File: src/rtl/commit_checker_pkg.sv
// Shared types for the in-order commit checker: FSM states, error codes and
// the commit record carried through the expected-record FIFO.
// Optional build macro: COMMIT_CHECKER_MEM_CHECK_EN adds the memory-write
// fields to the record so memory writes are stored and compared.
package commit_checker_pkg;

  // Widest field sizes a record can carry. Instances may use narrower
  // ports; values are zero-extended into the record, which keeps the
  // field-by-field comparison exact.
  localparam int unsigned REC_ADDR_W = 32;
  localparam int unsigned REC_DATA_W = 32;
  localparam int unsigned REC_REG_W  = 5;

  // Architectural zero register: writes to it are treated as no write.
  localparam logic [REC_REG_W-1:0] REG_ZERO = '0;

  typedef enum logic [2:0] {
    ST_IDLE,
    ST_RUN,
    ST_DRAIN,
    ST_PASS,
    ST_FAIL
  } state_e;

  typedef enum logic [2:0] {
    ERR_NONE      = 3'd0,
    ERR_PC        = 3'd1,
    ERR_REG       = 3'd2,
    ERR_MEM       = 3'd3,
    ERR_UNDERFLOW = 3'd4,
    ERR_LEFTOVER  = 3'd5,
    ERR_HANG      = 3'd6
  } err_kind_e;

  typedef struct packed {
    logic [REC_ADDR_W-1:0] pc;
    logic                  rd_we;
    logic [REC_REG_W-1:0]  rd;
    logic [REC_DATA_W-1:0] rd_data;
`ifdef COMMIT_CHECKER_MEM_CHECK_EN
    logic                  mem_we;
    logic [REC_ADDR_W-1:0] mem_addr;
    logic [REC_DATA_W-1:0] mem_data;
`endif
  } commit_rec_t;

  // A register write only counts when it targets a non-zero register.
  function automatic logic rd_write_eff(input logic we, input logic [REC_REG_W-1:0] rd);
    return we && (rd != REG_ZERO);
  endfunction

endpackage

File: src/rtl/commit_fifo.sv
// Single-clock FIFO of expected commit records. Pointers carry one extra
// wrap bit so full and empty are told apart without a separate flag.
// A clear in the same cycle as a push restarts the queue holding just the
// pushed record.
module commit_fifo
  import commit_checker_pkg::*;
#(
  parameter  int unsigned DEPTH = 8,
  localparam int unsigned AW    = $clog2(DEPTH)
) (
  input  logic        clk_i,
  input  logic        rst_i,
  input  logic        clear_i,
  input  logic        push_i,
  input  commit_rec_t data_i,
  input  logic        pop_i,
  output commit_rec_t data_o,
  output logic        full_o,
  output logic        empty_o,
  output logic [AW:0] count_o
);

  localparam int unsigned PTR_W = AW + 1;

  commit_rec_t      mem_q [DEPTH];
  logic [PTR_W-1:0] wr_ptr_q;
  logic [PTR_W-1:0] rd_ptr_q;
  logic [AW-1:0]    wr_idx;
  logic             wr_en;
  logic             rd_en;

  assign wr_en  = push_i && (clear_i || !full_o);
  assign rd_en  = pop_i && !empty_o && !clear_i;
  assign wr_idx = clear_i ? '0 : wr_ptr_q[AW-1:0];

  // Storage write port.
  // NOTE: the array is deliberately not reset; only the pointers are, so the
  // storage maps onto plain RAM and stale entries are never visible.
  always_ff @(posedge clk_i) begin
    if (wr_en) begin
      mem_q[wr_idx] <= data_i;
    end
  end

  // Pointer update: reset and clear empty the queue, otherwise advance.
  // NOTE: sequential state uses non-blocking assignments only, so every
  // block sees the pre-edge value of every register.
  always_ff @(posedge clk_i) begin
    if (rst_i) begin
      wr_ptr_q <= '0;
      rd_ptr_q <= '0;
    end else if (clear_i) begin
      rd_ptr_q <= '0;
      wr_ptr_q <= wr_en ? PTR_W'(1) : '0;
    end else begin
      if (wr_en) wr_ptr_q <= wr_ptr_q + PTR_W'(1);
      if (rd_en) rd_ptr_q <= rd_ptr_q + PTR_W'(1);
    end
  end

  assign count_o = wr_ptr_q - rd_ptr_q;
  assign empty_o = (wr_ptr_q == rd_ptr_q);
  assign full_o  = (wr_ptr_q[AW] != rd_ptr_q[AW]) &&
                   (wr_ptr_q[AW-1:0] == rd_ptr_q[AW-1:0]);
  assign data_o  = mem_q[rd_ptr_q[AW-1:0]];

endmodule

File: config.mk
export PLATFORM = sky130hd
export DESIGN_NAME = commit_fifo
export DESIGN_NICKNAME = d
export VERILOG_FILES = /design/src/rtl/commit_checker_pkg.sv /design/src/rtl/commit_fifo.sv
export SDC_FILE = /design/constraint.sdc
export NUM_CORES = 1
export LEC_CHECK = 0
export ABC_AREA = 1
export BUFFER_PORTS_ARGS = -buffer_cell sky130_fd_sc_hd__clkbuf_2
export CAP_MARGIN = 20
export CORE_UTILIZATION = 39
export CTS_CLUSTER_SIZE = 25
export DETAILED_ROUTE_END_ITERATION = 12
export MAX_ROUTING_LAYER = met4
export PLACE_DENSITY = 0.62
export SYNTH_ARGS = -nofsm -noshare
export SYNTH_HDL_FRONTEND = slang
export SYNTH_SLANG_ARGS = --single-unit
File: constraint.sdc
create_clock -name clk_i -period 6.65 [get_ports clk_i]
set_input_delay 0.3325 -clock clk_i [delete_from_list [all_inputs] [get_ports clk_i]]
set_output_delay 0.3325 -clock clk_i [all_outputs]
set_load 0.02 [all_outputs]
==> impl_metrics.json, run 1 <==
{
  "outcome": "complete, no violations",
  "core_mm2": 0.0567,
  "met2_usage_pct": 28.0,
  "grt_setup_unrepaired": "no",
  "antenna_found_initial": 5,
  "yosysUniqueCellTypes": 23,
  "dieArea_mm2": 0.0587,
  "synthCells": 1821,
  "min_period_ps": 4130,
  "final_nets": 2081,
  "grt.overflow.total": 0,
  "root_buffer": "clkbuf_16",
  "dp.final_hpwl_um": 25700,
  "initial_core_util_pct": 39.7,
  "grt_pass1_wl_um": 80000,
  "multi_input_comb_area_mm2": 0.00493,
  "detail_route.first_pass.iterations": 5,
  "synth_top_cell_by_area": "edfxtp_1",
  "die_y_um": 242,
  "core.rowCount": 87,
  "finClkSkew_ps": 28.0,
  "vdd_drop_max_uv": 202,
  "grt_use_met3_pct": 3.49,
  "post-route-period-util_pct": 62.1,
  "dp_slack_ps": 3130,
  "clk_latency_ps": 620,
  "clk_path_buf_depth": 3,
  "drive_gt1_share_pct": 12.9,
  "power_density_mw_per_mm2": 292,
  "grt_start_max_net_pins": 188,
  "ys_warn_count": 0,
  "cts_tree": "done",
  "ios": 151,
  "timing.final.ws_setup_ps": 2520,
  "avgSynthCellArea_um2": 12.4,
  "relSlewSlack_pct": 28.9,
  "portBuffers": 150,
  "met1_usage_pct": 24.5,
  "leakage_nw": 9.26,
  "synth_top_area_share_pct": 74.7,
  "start_kind": "register",
  "hold_viol_final": 0,
  "viasPerCell": 5.07,
  "postRouteAntennaNets": 0,
  "routabilityCongestion": 0.788,
  "grt_use_total_pct": 18.0,
  "synth_area_mm2": 0.0225,
  "numCtsBuffers": 58,
  "cp.arrival_ps": 3800,
  "setup.worst_path.class": "reg -> out",
  "cap_viol_max_count": 0,
  "worst_pin_slew_ps": 1070,
  "path_clk_slew_ps": 60,
  "path_max_fanout": 100,
  "drv_slew": 0,
  "finalSetupViolCount": 0,
  "wire_per_inst_um": 18.4,
  "critPathRequiredTime_ps": 6320,
  "drc": 0,
  "wl_um": 51700,
  "htree_levels": 2,
  "cts_sinks": 571,
  "end_kind": "output port",
  "yosys-top-cells-area": "edfxtp_1, nor2_1, o21ai_0",
  "die_w_um": 242,
  "syn-num-nets": 1902,
  "grt_pass1_vias": 13900,
  "fin_util_pct": 46.5,
  "fillers": 5008,
  "area_growth_syn_to_layout_pct": 17.2,
  "via_count": 14200,
  "yosysSeqAreaShare_pct": 75.6,
  "ys_seq_elements": 571,
  "top_usage_layer": "met2",
  "drtIter0Drc": 1242,
  "fmax_mhz": 242,
  "regArea_mm2": 0.0170,
  "fin_setup_tns_ps": 0,
  "hp-class": "in -> reg"
}
## state kept, by name, indices dropped and copies added, names as in the netlist, named ones only
signal,flops
mem_q,560
rd_ptr_q,4
wr_ptr_q,4
## final timing paths
path | start | end | slack [ps] | cells after the start
worst max register to register | rd_ptr_q[2] | mem_q[4][6] | 3190 | 8
worst max-delay path | register | data_o[21] | 2520 | 9
worst min register to register | rd_ptr_q[3] | rd_ptr_q[3] | 550 | 2
worst min-delay path | data_i[69] | mem_q[3][69] | 30 | 1
## cell families (layout without fill, tap and decap cells)
group,after synthesis,in the layout,synth area share (%)
AOI/OAI and AO/OA,432,432,9.61
xor gates and xnor gates,6,6,0.233
adders and majority gates,6,6,0.367
buffers and inverters,125,349,2.69
DFF,571,571,75.6
other,0,6,0
and+or+nand+nor,681,681,11.5
## power breakdown
group          leakage, nW  switching (W)  internal, W
Combinational         3.18       0.000343     0.000156
Sequential            5.18      0.0000159      0.00400
Clock                0.906        0.00134      0.00186
## worst max-delay path, stage by stage, from the launching register on
cell      delay, ps
dfxtp_4         680
buf_4           630
buf_4           870
nor2_1          130
nor2_1          120
o21ai_0         110
o21ai_0         130
nand2_1          60
nand2_1         140
clkbuf_2        180
## per-layer routing
metal | wire, um | up-vias | share of wire (%)
met5 | 0 | - | 0
met4 | 850 | 0 | 1.6
met3 | 3010 | 66 | 5.8
met2 | 23900 | 363 | 46
met1 | 23900 | 6980 | 46
li1 | - | 6811 | -
## cell usage in the layout, fill, tap and decap left out, drive strengths merged
cell type,count
edfxtp,560
nor2,436
o21ai,422
nand2,229
clkbuf,223
dlygate4sd3,57
clkinv,22
inv,19
buf,19
dfxtp,11
a21oi,9
nand3,9
diode,6
bufinv,6
ha,5
xor2,4
nand4,4
nor3,3
clkinvlp,3
xnor2,2
a21boi,1
fa,1
## cell usage after synthesis, drive strengths merged
cell type	n
nor3	3
nand3	9
buf	57
inv	18
edfxtp	560
dfxtp	11
a21boi	1
o21ai	422
xnor2	2
a21oi	9
nand4	4
nor2	436
ha	5
clkbuf	50
nand2	229
xor2	4
fa	1
## layout make-up
type	count	area share, %
repair buffers	226	5.72
inverters	18	0.284
clock buffers	73	5.79
flip-flops and latches	571	64.6
clock inverters	32	1.28
well taps	756	3.58
diodes	6	0.0569
multi-input cells	1125	18.7
## metrics by stage
stage | hold slack, ps | total power (W) | instances | cell area, um^2
finish | 25.4 | 0.00771 | 2807 | 26400
global route | 17.3 | 0.00796 | 2806 | 26400
CTS | 0.0348 | 0.00778 | 2800 | 26400
detailed placement | 538 | 0.00456 | 2638 | 23900
global placement | 518 | 0.00455 | 2638 | 23900
floorplan | 402 | 0.00438 | 1821 | 22500
## repair_timing
item / in CTS / in global routing
hold buffers: 57 / 0
setup buffers: 0 / 0
gates resized for setup: 0 / 0
endpoints found under the hold margin: 397 / 0
Note: power is estimated with default switching activity, not from simulation.
==> run 2: changes to the inputs <==
--- a/config.mk
+++ b/config.mk
@@ -12,7 +12,7 @@
 export CTS_CLUSTER_SIZE = 25
 export DETAILED_ROUTE_END_ITERATION = 12
 export MAX_ROUTING_LAYER = met4
-export PLACE_DENSITY = 0.62
+export PLACE_DENSITY = 0.59
 export SYNTH_ARGS = -nofsm -noshare
 export SYNTH_HDL_FRONTEND = slang
 export SYNTH_SLANG_ARGS = --single-unit
==> constraint.sdc (replaced) <==
create_clock -name clk_i -period 4.08 [get_ports clk_i]
set_input_delay 0.204 -clock clk_i [delete_from_list [all_inputs] [get_ports clk_i]]
set_output_delay 0.204 -clock clk_i [all_outputs]
set_load 0.02 [all_outputs]
==> impl_metrics.json, run 2 (same netlist as run 1, synthesis figures left out) <==
{
  "outcome": "complete, no violations",
  "grt_pass1_vias": 14000,
  "hp-class": "in -> reg",
  "critPathRequiredTime_ps": 3880,
  "clk_path_buf_depth": 3,
  "end_kind": "output port",
  "leakage_nw": 9.38,
  "clk_latency_ps": 620,
  "htree_levels": 2,
  "power_density_mw_per_mm2": 469,
  "hold_buffers": 75,
  "post_cts_resized": 0,
  "core.rowCount": 87,
  "crit_chain": "buf_4 -> o21ai_0 -> o21ai_0 -> nand2_1 -> nand2_1 -> clkbuf_2",
  "relSlewSlack_pct": 23.4,
  "top_register": "mem_q",
  "initial_core_util_pct": 39.7,
  "cts_setup_buffers": 0,
  "grt_use_total_pct": 17.9,
  "path_clk_slew_ps": 60,
  "grt.overflow.total": 0,
  "layout_commonest_cell": "edfxtp_1",
  "core_mm2": 0.0567,
  "cts_tree": "done",
  "fillers": 4974,
  "wl_um": 51700,
  "slowest_delay_ps": 740,
  "reg_top3": "mem_q: 560 flops, rd_ptr_q: 4 flops, wr_ptr_q: 4 flops",
  "regArea_mm2": 0.0170,
  "portBuffers": 150,
  "crit_path_top_delay_cell": "buf_4",
  "dp_cells": 2642,
  "vdd_drop_max_uv": 310,
  "final_cell_mix": "edfxtp_1, nor2_1, nand2_1",
  "postRouteAntennaNets": 0,
  "cts_sinks": 571,
  "hold_viol_final": 0,
  "root_buffer": "clkbuf_16",
  "start_kind": "register",
  "fin_util_pct": 47.0,
  "cp.arrival_ps": 2960,
  "path_max_fanout": 77,
  "finalSetupViolCount": 0,
  "fmax_mhz": 316,
  "min_period_ps": 3170,
  "ios": 151,
  "die_w_um": 242,
  "grt_setup_unrepaired": "no",
  "drtIter0Drc": 1218,
  "final_nets": 2103,
  "largest_reg_flops": 560,
  "detail_route.first_pass.iterations": 5,
  "viasPerCell": 5.08,
  "cp_top_family": "buffers and inverters",
  "holdWs_ps": 385,
  "cap_viol_max_count": 0,
  "antenna_found_initial": 5,
  "stdcell_count": 2830,
  "post-route-period-util_pct": 77.6,
  "die_y_um": 242,
  "routabilityCongestion": 0.814,
  "numCtsBuffers": 59,
  "setup.worst_path.class": "reg -> out",
  "dp.final_hpwl_um": 27100,
  "grt_start_max_net_pins": 158,
  "area_growth_syn_to_layout_pct": 18.4,
  "wire_per_inst_um": 18.3,
  "drv_slew": 0,
  "grt_pass1_wl_um": 80000,
  "finClkSkew_ps": 10.7,
  "drc": 0,
  "crit_buf_inv": 2,
  "multi_input_comb_area_mm2": 0.00495,
  "via_count": 14400,
  "dieArea_mm2": 0.0587,
  "r2r_slack_ps": 1460,
  "worst_pin_slew_ps": 1150,
  "drive_gt1_share_pct": 12.5
}
[run 2: cell types whose count changed in the layout (fill, tap and decap cells not counted), moves of 2 or more]
cell | previous run | this run
dlygate4sd3_1 | 57 | 75
clkinv_1 | 9 | 21
buf_12 | 2 | 12
buf_4 | 16 | 10
clkinv_2 | 10 | 6
nor3_2 | 3 | 0
nor3_4 | 0 | 3
clkinv_8 | 2 | 0
[run 2: final timing paths]
path / to / startpoint / cells after the start
setup / recovery: data_o[11] / register / 6
hold / removal: wr_ptr_q[2] / rst_i / 3
hold reg to reg: rd_ptr_q[3] / rd_ptr_q[3] / 2
setup reg to reg: mem_q[3][58] / rd_ptr_q[2] / 8
[run 2: per-stage QoR]
| stage | cell area [um^2] | setup slack (ps) | total power (W) | TNS (ps) |
|---|---|---|---|---|
| 2_1_floorplan | 22500 | -565 | 0.00714 | -201740 |
| 3_3_place_gp | 24100 | 1510 | 0.00745 | 0 |
| 3_5_place_dp | 24100 | 1480 | 0.00746 | 0 |
| 4_1_cts | 26700 | 872 | 0.0126 | 0 |
| 5_1_grt | 26700 | 663 | 0.0129 | 0 |
| 6_report | 26700 | 914 | 0.0125 | 0 |
[run 2: area by class of cell]
cell class              count  area share [%]
diodes                      5          0.0469
clock buffers              72            5.72
clock inverters            36            1.13
inverters                  18           0.281
multi-input cells        1125            18.6
flip-flops and latches    571            63.9
well taps                 756            3.55
repair buffers            247            6.81
[run 2: worst register-to-register path, stage by stage (launching register included)]
cell	delay [ps]
dfxtp_1	420
inv_1	70
ha_1	320
nand2_1	100
nor2_1	70
nand3_1	110
nand2_1	290
nor3_4	300
buf_4	540
[run 2: power by group]
part | leakage (nW) | switching, W | internal (W)
clock network | 0.884 | 0.00216 | 0.00296
logic | 3.31 | 0.000571 | 0.000270
registers | 5.18 | 0.0000319 | 0.00651
[run 2: routing by layer]
layer | track usage, % | wire, um
met4 | 4.58 | 1070
met5 | - | 0
met2 | 27.7 | 24300
met1 | 24.2 | 23600
met3 | 3.52 | 2780
